===== src/rtl/multicycle_control_fsm_if.sv =====
// Control bundle between the multicycle sequencer and the shared RV32 datapath.
// The sequencer holds the master side; the datapath (or a bench) holds the slave side.
interface multicycle_control_fsm_if #(
  parameter int OPW = 7,
  parameter int STW = 4
);
  logic [OPW-1:0] op;
  logic           zero;
  logic           mem_ready;
  logic           pc_write;
  logic           adr_src;
  logic           mem_write;
  logic           ir_write;
  logic           reg_write;
  logic [1:0]     result_src;
  logic [1:0]     alu_src_a;
  logic [1:0]     alu_src_b;
  logic [1:0]     alu_op;
  logic           instr_done;
  logic           illegal_op;
  logic [STW-1:0] state;

  modport master (
    input  op, zero, mem_ready,
    output pc_write, adr_src, mem_write, ir_write, reg_write, result_src,
           alu_src_a, alu_src_b, alu_op, instr_done, illegal_op, state
  );

  modport slave (
    output op, zero, mem_ready,
    input  pc_write, adr_src, mem_write, ir_write, reg_write, result_src,
           alu_src_a, alu_src_b, alu_op, instr_done, illegal_op, state
  );
endinterface


===== src/rtl/multicycle_control_fsm.sv =====
// Sequencer for the RV32 multicycle core: steps fetch/decode/execute/memory/writeback
// and drives the datapath controls, with a memory-ready handshake and illegal-opcode halt.
module multicycle_control_fsm #(
  parameter int OPW = 7,
  parameter int STW = 4
) (
  input  logic                       clk,
  input  logic                       reset,
  multicycle_control_fsm_if.master   ctl
);

  typedef enum logic [3:0] {
    S_FETCH    = 4'd0,
    S_DECODE   = 4'd1,
    S_MEMADR   = 4'd2,
    S_MEMREAD  = 4'd3,
    S_MEMWB    = 4'd4,
    S_MEMWRITE = 4'd5,
    S_EXECR    = 4'd6,
    S_EXECI    = 4'd7,
    S_ALUWB    = 4'd8,
    S_BEQ      = 4'd9,
    S_JAL      = 4'd10,
    S_ILLEGAL  = 4'd15
  } state_e;

  localparam logic [OPW-1:0] OP_LOAD   = OPW'(7'b0000011);
  localparam logic [OPW-1:0] OP_STORE  = OPW'(7'b0100011);
  localparam logic [OPW-1:0] OP_OPIMM  = OPW'(7'b0010011);
  localparam logic [OPW-1:0] OP_OP     = OPW'(7'b0110011);
  localparam logic [OPW-1:0] OP_BRANCH = OPW'(7'b1100011);
  localparam logic [OPW-1:0] OP_JAL    = OPW'(7'b1101111);

  state_e     state_q, state_d;
  logic       fetch_q, beq_q, memwr_q, pcw_q, regw_q, done_q, adr_q, ill_q;
  logic [1:0] rs_q, a_q, b_q, alu_q;

  always_comb begin
    state_d = S_FETCH;
    if (!reset) begin
      unique case (state_q)
        S_FETCH:    state_d = ctl.mem_ready ? S_DECODE : S_FETCH;
        S_DECODE: begin
          if (ctl.op == OP_LOAD || ctl.op == OP_STORE) state_d = S_MEMADR;
          else if (ctl.op == OP_OP)                    state_d = S_EXECR;
          else if (ctl.op == OP_OPIMM)                 state_d = S_EXECI;
          else if (ctl.op == OP_BRANCH)                state_d = S_BEQ;
          else if (ctl.op == OP_JAL)                   state_d = S_JAL;
          else                                         state_d = S_ILLEGAL;
        end
        // op is stable from DECODE, so only LOAD/STORE can arrive here
        S_MEMADR:   state_d = (ctl.op == OP_LOAD)  ? S_MEMREAD  :
                              (ctl.op == OP_STORE) ? S_MEMWRITE : S_ILLEGAL;
        S_MEMREAD:  state_d = ctl.mem_ready ? S_MEMWB : S_MEMREAD;
        S_MEMWB:    state_d = S_FETCH;
        S_MEMWRITE: state_d = ctl.mem_ready ? S_FETCH : S_MEMWRITE;
        S_EXECR:    state_d = S_ALUWB;
        S_EXECI:    state_d = S_ALUWB;
        S_ALUWB:    state_d = S_FETCH;
        S_BEQ:      state_d = S_FETCH;
        S_JAL:      state_d = S_ALUWB;
        S_ILLEGAL:  state_d = S_ILLEGAL;
        default:    state_d = S_FETCH;
      endcase
    end
  end

  // Moore controls are decoded from the next state so they arrive registered with it
  always_ff @(posedge clk) begin
    state_q <= state_d;
    fetch_q <= (state_d == S_FETCH);
    beq_q   <= (state_d == S_BEQ);
    memwr_q <= (state_d == S_MEMWRITE);
    pcw_q   <= (state_d == S_JAL);
    regw_q  <= (state_d == S_MEMWB) || (state_d == S_ALUWB);
    done_q  <= (state_d == S_MEMWB) || (state_d == S_ALUWB) || (state_d == S_BEQ);
    adr_q   <= (state_d == S_MEMREAD) || (state_d == S_MEMWRITE);
    ill_q   <= reset ? 1'b0 : (ill_q || (state_d == S_ILLEGAL));
    rs_q    <= 2'b00;
    a_q     <= 2'b00;
    b_q     <= 2'b00;
    alu_q   <= 2'b00;
    unique case (state_d)
      S_FETCH:  begin rs_q <= 2'b10; b_q <= 2'b10; end
      S_DECODE: begin a_q <= 2'b01; b_q <= 2'b01; end
      S_MEMADR: begin a_q <= 2'b10; b_q <= 2'b01; end
      S_MEMWB:  rs_q <= 2'b01;
      S_EXECR:  begin a_q <= 2'b10; alu_q <= 2'b10; end
      S_EXECI:  begin a_q <= 2'b10; b_q <= 2'b01; alu_q <= 2'b10; end
      S_BEQ:    begin a_q <= 2'b10; alu_q <= 2'b01; end
      S_JAL:    begin a_q <= 2'b01; b_q <= 2'b10; end
      default:  ;
    endcase
  end

  // Reset must quiet the enables and show FETCH immediately, even mid-instruction
  assign ctl.pc_write   = !reset && (pcw_q || (fetch_q && ctl.mem_ready) || (beq_q && ctl.zero));
  assign ctl.ir_write   = !reset && fetch_q && ctl.mem_ready;
  assign ctl.mem_write  = !reset && memwr_q;
  assign ctl.reg_write  = !reset && regw_q;
  assign ctl.instr_done = !reset && (done_q || (memwr_q && ctl.mem_ready));
  assign ctl.adr_src    = !reset && adr_q;
  assign ctl.result_src = reset ? 2'b10 : rs_q;
  assign ctl.alu_src_a  = reset ? 2'b00 : a_q;
  assign ctl.alu_src_b  = reset ? 2'b10 : b_q;
  assign ctl.alu_op     = reset ? 2'b00 : alu_q;
  assign ctl.illegal_op = ill_q;
  assign ctl.state      = reset ? '0 : STW'(state_q);

endmodule


===== src/flat_wrapper.sv =====
// flat-port wrapper written by rule: the top's interface ports become plain ports
module multicycle_control_fsm_flat 
#(
  parameter int OPW = 7,
  parameter int STW = 4
)
  (clk, reset, ctl_op, ctl_zero, ctl_mem_ready, ctl_pc_write, ctl_adr_src, ctl_mem_write, ctl_ir_write, ctl_reg_write, ctl_result_src, ctl_alu_src_a, ctl_alu_src_b, ctl_alu_op, ctl_instr_done, ctl_illegal_op, ctl_state);
  multicycle_control_fsm_if #(.OPW(OPW), .STW(STW)) ctl_i ();
  input  logic clk;
  input  logic reset;
  input wire logic [$bits(ctl_i.op)-1:0] ctl_op;
  input wire logic [$bits(ctl_i.zero)-1:0] ctl_zero;
  input wire logic [$bits(ctl_i.mem_ready)-1:0] ctl_mem_ready;
  output wire logic [$bits(ctl_i.pc_write)-1:0] ctl_pc_write;
  output wire logic [$bits(ctl_i.adr_src)-1:0] ctl_adr_src;
  output wire logic [$bits(ctl_i.mem_write)-1:0] ctl_mem_write;
  output wire logic [$bits(ctl_i.ir_write)-1:0] ctl_ir_write;
  output wire logic [$bits(ctl_i.reg_write)-1:0] ctl_reg_write;
  output wire logic [$bits(ctl_i.result_src)-1:0] ctl_result_src;
  output wire logic [$bits(ctl_i.alu_src_a)-1:0] ctl_alu_src_a;
  output wire logic [$bits(ctl_i.alu_src_b)-1:0] ctl_alu_src_b;
  output wire logic [$bits(ctl_i.alu_op)-1:0] ctl_alu_op;
  output wire logic [$bits(ctl_i.instr_done)-1:0] ctl_instr_done;
  output wire logic [$bits(ctl_i.illegal_op)-1:0] ctl_illegal_op;
  output wire logic [$bits(ctl_i.state)-1:0] ctl_state;
  assign ctl_i.op = ctl_op;
  assign ctl_i.zero = ctl_zero;
  assign ctl_i.mem_ready = ctl_mem_ready;
  assign ctl_pc_write = ctl_i.pc_write;
  assign ctl_adr_src = ctl_i.adr_src;
  assign ctl_mem_write = ctl_i.mem_write;
  assign ctl_ir_write = ctl_i.ir_write;
  assign ctl_reg_write = ctl_i.reg_write;
  assign ctl_result_src = ctl_i.result_src;
  assign ctl_alu_src_a = ctl_i.alu_src_a;
  assign ctl_alu_src_b = ctl_i.alu_src_b;
  assign ctl_alu_op = ctl_i.alu_op;
  assign ctl_instr_done = ctl_i.instr_done;
  assign ctl_illegal_op = ctl_i.illegal_op;
  assign ctl_state = ctl_i.state;
  multicycle_control_fsm #(.OPW(OPW), .STW(STW)) u_core (.clk(clk), .reset(reset), .ctl(ctl_i));
endmodule

===== config.mk =====
export PLATFORM = sky130hd
export DESIGN_NAME = multicycle_control_fsm_flat
export DESIGN_NICKNAME = d
export VERILOG_FILES = /design/src/rtl/multicycle_control_fsm_if.sv /design/src/rtl/multicycle_control_fsm.sv /design/src/flat_wrapper.sv
export SDC_FILE = /design/constraint.sdc
export NUM_CORES = 1
export LEC_CHECK = 0
export CORE_ASPECT_RATIO = 1.75
export CORE_MARGIN = 4
export CORE_UTILIZATION = 48
export CTS_CLUSTER_SIZE = 28
export DETAILED_ROUTE_END_ITERATION = 16
export PLACE_DENSITY = 0.9
export RECOVER_POWER = 25
export SYNTH_ARGS = -nofsm -noshare
export SYNTH_HDL_FRONTEND = slang
export SYNTH_SLANG_ARGS = --single-unit
export TNS_END_PERCENT = 100

===== constraint.sdc =====
create_clock -name clk -period 2.21 [get_ports clk]
set_input_delay 0.221 -clock clk [delete_from_list [all_inputs] [get_ports clk]]
set_output_delay 0.221 -clock clk [all_outputs]
set_load 0.01 [all_outputs]

==> metrics, run 1 <==
run status=finished, final reports clean; DP HPWL=2.88 mm; Worst-path clk slew=0.07 ns; first-pass GRT wire length=5.79 mm; worst hold-check path type=reg -> reg; CTS max path bufs=2; number of global-route vias before repair=1304; clk_skew=0.00407 ns; fin crit period=2.15 ns; total wire length=3.76 mm; via count=1263; Final Wtd Congestion=0.913; Yosys cell types=48; metal1 wirelength=1.27 mm; via/cell ratio=6.07; worst rel slew slack=53.5%; cts hold-fix bufs=0; Post-synth EDFFs=0; CTS root buf=clkbuf_8; Avg WL per Cell=18.1 um; LEAKAGE=0.683 nW; Mapped Area=0.00117 mm^2; delay of the slowest critical-path stage=0.64 ns; # port buffers=29; crit path launch type=input port; FMAX=0.465 GHz; Gate power share=68.6%; sequential area share after synthesis=32.5%; Hold Vio Cnt, Final=0; Final setup viols=0; clk_lat worst skew=0.25 ns; CTS tree=yes; period utilisation layout=97.4%; FF+latch count, synth=19; Die Y=73.3 um; Die W=45.3 um; total power=2.33 mW; Net Switching=1.01 mW; WS Path Type=in -> reg; Int Power=1.32 mW; most common library cells after synthesis=dfxtp_1 (19), nor2b_1 (14), nor2_1 (12); CP Capture Type=flip-flop; n_diodes=0; routed wl met2=2.18 mm; largest net degree at the start of global routing=14; area delta synth->final=44.9%; DR top layer=met4; net count after synthesis=145; max-cap violations=0; Yosys warnings=0; drt first pass iters=4; CP Data Required Time=2.35 ns; Syn Inst Count=134; initial antenna violation count=0; slowest CP cell=a221oi_2; peak supply drop=0.939 mV; Cell Pwr Density=1370 mW/mm^2; ranking of synthesized cells by area=dfxtp_1 (32%), nor2b_1 (7.5%), nor2_1 (3.8%); final-stage net count=195; Synth async-reset ratio=0%; CP max FO=8; Avg Cell Area, Syn=8.74 um^2; max-slew violation count=0; switching portion of total power=43.2%; Starting Density=50.9%; clock share of power=10.0%; Ports=30; worst slew pin tran=0.697 ns; most frequent cell after synthesis=dfxtp_1; number of remaining DRC errors=0; Core Area=0.00230 mm^2; crit path cell chain=clkdlybuf4s50_1 > and3b_1 > nand2_1 > a221oi_2 > nand2_2 > a311oi_1; Core Rows=23; ANT nets after route=0; global route overflow=0; # clock sinks=19; share of power burned in registers=21.4%; Primary FF master, synth=dfxtp_1; total die area=0.00333 mm^2; CTS H-tree lvls=1; Synth top area share=32.5%; final core occ=73.7%; met3 wire length=175 um; WP data arrival=2.29 ns; CP bufs+invs=1; Synth area leader=dfxtp_1; CP delay by family, top=compound AO/OA/AOI/OAI gates; gr usage total=23.7%; initial DRC count=50; share of cells above drive strength 1=25.7%; Num CTS Buffers=3
[placed cells by master (no fill, tap or decap), types with 2 or more instances in the layout]
cell type and instances:
buf_4 24, clkdlybuf4s50_1 22, dfxtp_1 19, nor2b_1 14, nor2_1 12, nand2_1 10, nor3_1 7, dlygate4sd3_1 6
nand2b_1 4, nand3_1 4, inv_1 3, or2_2 3, and3_1 3, a21oi_1 3, clkbuf_8 3, and2b_1 2
a221oi_1 2, nor3_2 2, o21ai_1 2, xnor2_1 2, o31ai_1 2, or3_1 2
[area by class of cell]
class                   count  area (um^2)
repair buffers             53          473
flip-flops and latches     19          380
inverters                   3         11.3
clock buffers               3         41.3
clock inverters             1         5.00
multi-input cells         104          754
well taps                  25         31.3
fillers                   189          606
[metal layers]
metal,vias up,GRT usage (%)
met5,-,0
met2,51,47.2
li1,589,-
met4,0,11.4
met3,12,3.19
met1,611,21.5
[power by group through the flow]
stage	Clock [mW]	Sequential (mW)	Combinational (mW)
global route	0.254	0.506	1.72
detailed placement	0	0.504	1.49
CTS	0.237	0.496	1.53
floorplan	0	0.495	0.940
global placement	0	0.500	1.47
finish	0.233	0.498	1.60
[final timing paths]
check / startpoint / endpoint / slack [ns] / cells past startpoint
setup reg to reg: u_core.state_q[3] / u_core.b_q[0] / 0.07 / 6
setup / recovery: ctl_op[1] / u_core.b_q[0] / 0.06 / 6
hold / removal: u_core.ctl.illegal_op / u_core.ctl.illegal_op / 0.48 / 1
hold reg to reg: u_core.ctl.illegal_op / u_core.ctl.illegal_op / 0.48 / 1
[cells by family after synthesis]
| kind of cell | Yosys count | share of synthesized area [%] |
|---|---|---|
| AND/OR/NAND/NOR | 72 | 34.6 |
| multiplexers | 1 | 0.961 |
| buffers and inverters | 11 | 5.13 |
| flip-flops | 19 | 32.5 |
| XOR/XNOR | 2 | 1.50 |
| AO/OA/AOI/OAI | 29 | 25.3 |
[sequential cells by signal (all words and copies together), names as in the netlist]
name                   flops
u_core.pcw_q               1
u_core.b_q                 2
u_core.a_q                 2
u_core.ctl.illegal_op      1
u_core.alu_q               2
u_core.memwr_q             1
u_core.state_q             4
u_core.rs_q                1
u_core.adr_q               1
u_core.regw_q              1
u_core.fetch_q             1
u_core.done_q              1
u_core.beq_q               1
[worst register-to-register path: cells and delay by family (launching register included)]
| kind | cells | cell delay (ns) |
|---|---|---|
| simple gates | 2 | 0.68 |
| flops | 1 | 0.32 |
| compound gates | 2 | 0.74 |
| buf+inv | 2 | 0.29 |
[timing repair]
item / CTS / global route
setup endpoints to repair: 5 / 8
pin swaps: 1 / 0
resized for setup: 1 / 7
buffers inserted: 1 / 1
[metrics by stage]
| step | setup WS (ns) | hold slack [ns] | std cells | TNS [ns] | cell area (um^2) |
|---|---|---|---|---|---|
| after global placement | -0.243 | 0.472 | 202 | -1.61 | 1610 |
| after floorplan | 0.296 | 0.372 | 134 | 0 | 1170 |
| after global routing | -0.0536 | 0.507 | 208 | -0.0604 | 1700 |
| after detailed placement | -0.270 | 0.473 | 202 | -2.45 | 1610 |
| final | 0.0577 | 0.480 | 208 | 0 | 1700 |
| after CTS | 0.00450 | 0.489 | 207 | 0 | 1670 |
Power figures use the tool's default switching activity.
==> run 2, diff against run 1 <==
Settings changed: ABC_AREA from default to 1, CORE_ASPECT_RATIO 1.75 to default, CORE_UTILIZATION 48 to 46, PLACE_DENSITY 0.9 to 0.89.
==> run 2 against run 1 <==
Against the previous run:
- largest cell class unchanged
- critical endpoint is now ctl_adr_src
- hold slack better by 0.018 ns
- via count down 16%
- sequential share of layout area up 5.4 points
- final cell count up 11%
- setup slack better by 0.28 ns
- non-clock buffer count down 22
- clock power down 27%
- maximum frequency up 15%
- core utilization down 6.8 points
- highest routed layer is now met3
- global-route usage down 8.3 points
==> metrics, run 2 <==
via/cell ratio=4.61; most frequent cell after synthesis=nand2_1; Post-synth EDFFs=0; max FFs per register=4; worst rel slew slack=82.1%; CP Data Required Time=1.99 ns; number of remaining DRC errors=0; Core Rows=16; run status=finished, final reports clean; Die W=55.4 um; Hold Vio Cnt, Final=0; CTS root buf=clkbuf_4; most common library cells after synthesis=nand2_1 (43), nor2_1 (36), inv_1 (32); total power=1.49 mW; cts hold-fix bufs=0; CTS tree=yes; Worst-path clk slew=0.10 ns; fin crit period=1.87 ns; crit path launch type=input port; LEAKAGE=0.702 nW; area of the multi-input gates=487 um^2; pre-CTS WS=0.311 ns; Cell Pwr Density=1090 mW/mm^2; share of cells above drive strength 1=7.35%; FF+latch count, synth=19; Yosys cell types=19; CP max FO=8; delay of the slowest critical-path stage=0.54 ns; period utilisation layout=84.5%; CTS H-tree lvls=1; total wire length=2.32 mm; via count=1066; reg2reg start=u_core.state_q[0]; fillers=197; CP delay by family, top=buffers and inverters; Yosys warnings=0; storage element area=380 um^2; most frequent cells in the layout=nand2_1 (45), nor2_1 (38), inv_1 (32); first-pass GRT wire length=3.92 mm; initial antenna violation count=0; WS Path Type=in -> out; largest net degree at the start of global routing=12; Starting Density=50.6%; final-stage net count=216; Worst Setup SP=reset; Synth async-reset ratio=0%; Synth top area share=36.8%; CP most frequent cell=clkdlybuf4s50_1; area delta synth->final=32.1%; Mapped Area=0.00103 mm^2; clk_lat worst skew=0.29 ns; net count after synthesis=182; sequential area share after synthesis=36.8%; CP Capture Type=output pin; Avg WL per Cell=10.0 um; worst slew pin tran=0.268 ns; slowest CP cell=clkdlybuf4s50_1; worst hold start=u_core.ctl.illegal_op; crit path cell chain=clkdlybuf4s50_1 > buf_4 > nor2_1 > clkdlybuf4s50_1; Ports=30; Die Y=55.4 um; drt first pass iters=4; Num CTS Buffers=3; initial DRC count=32; CTS max path bufs=2; Syn Inst Count=171; FMAX=0.535 GHz; DP HPWL=1.91 mm; # Post-CTS Setup Buffers=0; max-cap violations=0; # port buffers=29; clk_skew=0.00293 ns; global route overflow=0; WP data arrival=1.65 ns; setup TNS=0 ns; final core occ=66.9%; number of global-route vias before repair=975; Core Area=0.00204 mm^2; WHS=0.498 ns; total die area=0.00307 mm^2; Setup WS post-layout=0.342 ns; Avg Cell Area, Syn=6.04 um^2; peak supply drop=0.634 mV; PostCTS Resize Cnt=0; gr usage total=15.4%; Synth area leader=dfxtp_1; # clock sinks=19; Final setup viols=0; max-slew violation count=0; commonest non-fill, non-tap cell in the layout=nand2_1; ANT nets after route=0; Reg2Reg Setup Slack=0.54 ns; n_diodes=0; worst hold-check path type=reg -> reg; Primary FF master, synth=dfxtp_1; CP bufs+invs=3; Final Wtd Congestion=0.829; RSZ-0062 raised after global routing=no; Top reg by flops=u_core.state_q; ranking of synthesized cells by area=dfxtp_1 (37%), nand2_1 (16%), nor2_1 (13%)
run 2: cell families (layout without fill, tap and decap cells):
| group | after synthesis | after routing | share of synthesized area [%] |
|---|---|---|---|
| compound gates | 12 | 12 | 6.66 |
| simple gates | 103 | 103 | 43.1 |
| buf+inv | 37 | 70 | 13.4 |
| flops | 19 | 19 | 36.8 |
run 2: metrics by stage:
| step | std cells | cell area [um^2] |
|---|---|---|
| 5_1_grt | 231 | 1370 |
| 4_1_cts | 231 | 1390 |
| 2_1_floorplan | 171 | 1030 |
| 6_report | 231 | 1370 |
| 3_3_place_gp | 227 | 1370 |
| 3_5_place_dp | 227 | 1370 |
run 2: where the power goes:
part	internal [mW]	switching, mW	leakage [nW]	total (mW)
combinational	0.314	0.488	0.528	0.802
sequential	0.456	0.0637	0.156	0.520
clock	0.0671	0.102	0.0177	0.170
run 2: final timing paths:
path              depth (start not counted)               endpoint
hold / removal                            2  u_core.ctl.illegal_op
setup / recovery                          4            ctl_adr_src
hold reg to reg                           2  u_core.ctl.illegal_op
setup reg to reg                         10          u_core.a_q[1]
run 2: layer usage:
layer / up-vias / global-route usage (%) / wire, um
li1: 575 / - / -
met1: 457 / 18.7 / 1060
met2: 34 / 27.0 / 1140
met3: 0 / 3.03 / 110
met4: 0 / 4.51 / 0
met5: - / 0 / 0
run 2: worst register-to-register path, stage by stage, from the launching register on:
cell and delay [ns]:
dfxtp_1 0.37, inv_1 0.09, nor2_1 0.15, nand2_1 0.11, inv_2 0.08, nand2_1 0.05, o21ai_0 0.22, nand2_1 0.16
nor2_2 0.15, nand2_1 0.13, nand3_1 0.12
run 2: final cells by class:
cell class	instances	share of cell area (%)
clock buffers	3	1.65
clock inverters	1	0.367
inverters	35	9.62
multi-input cells	115	35.7
flip-flops and latches	19	27.9
well taps	27	2.47
repair buffers	31	22.4
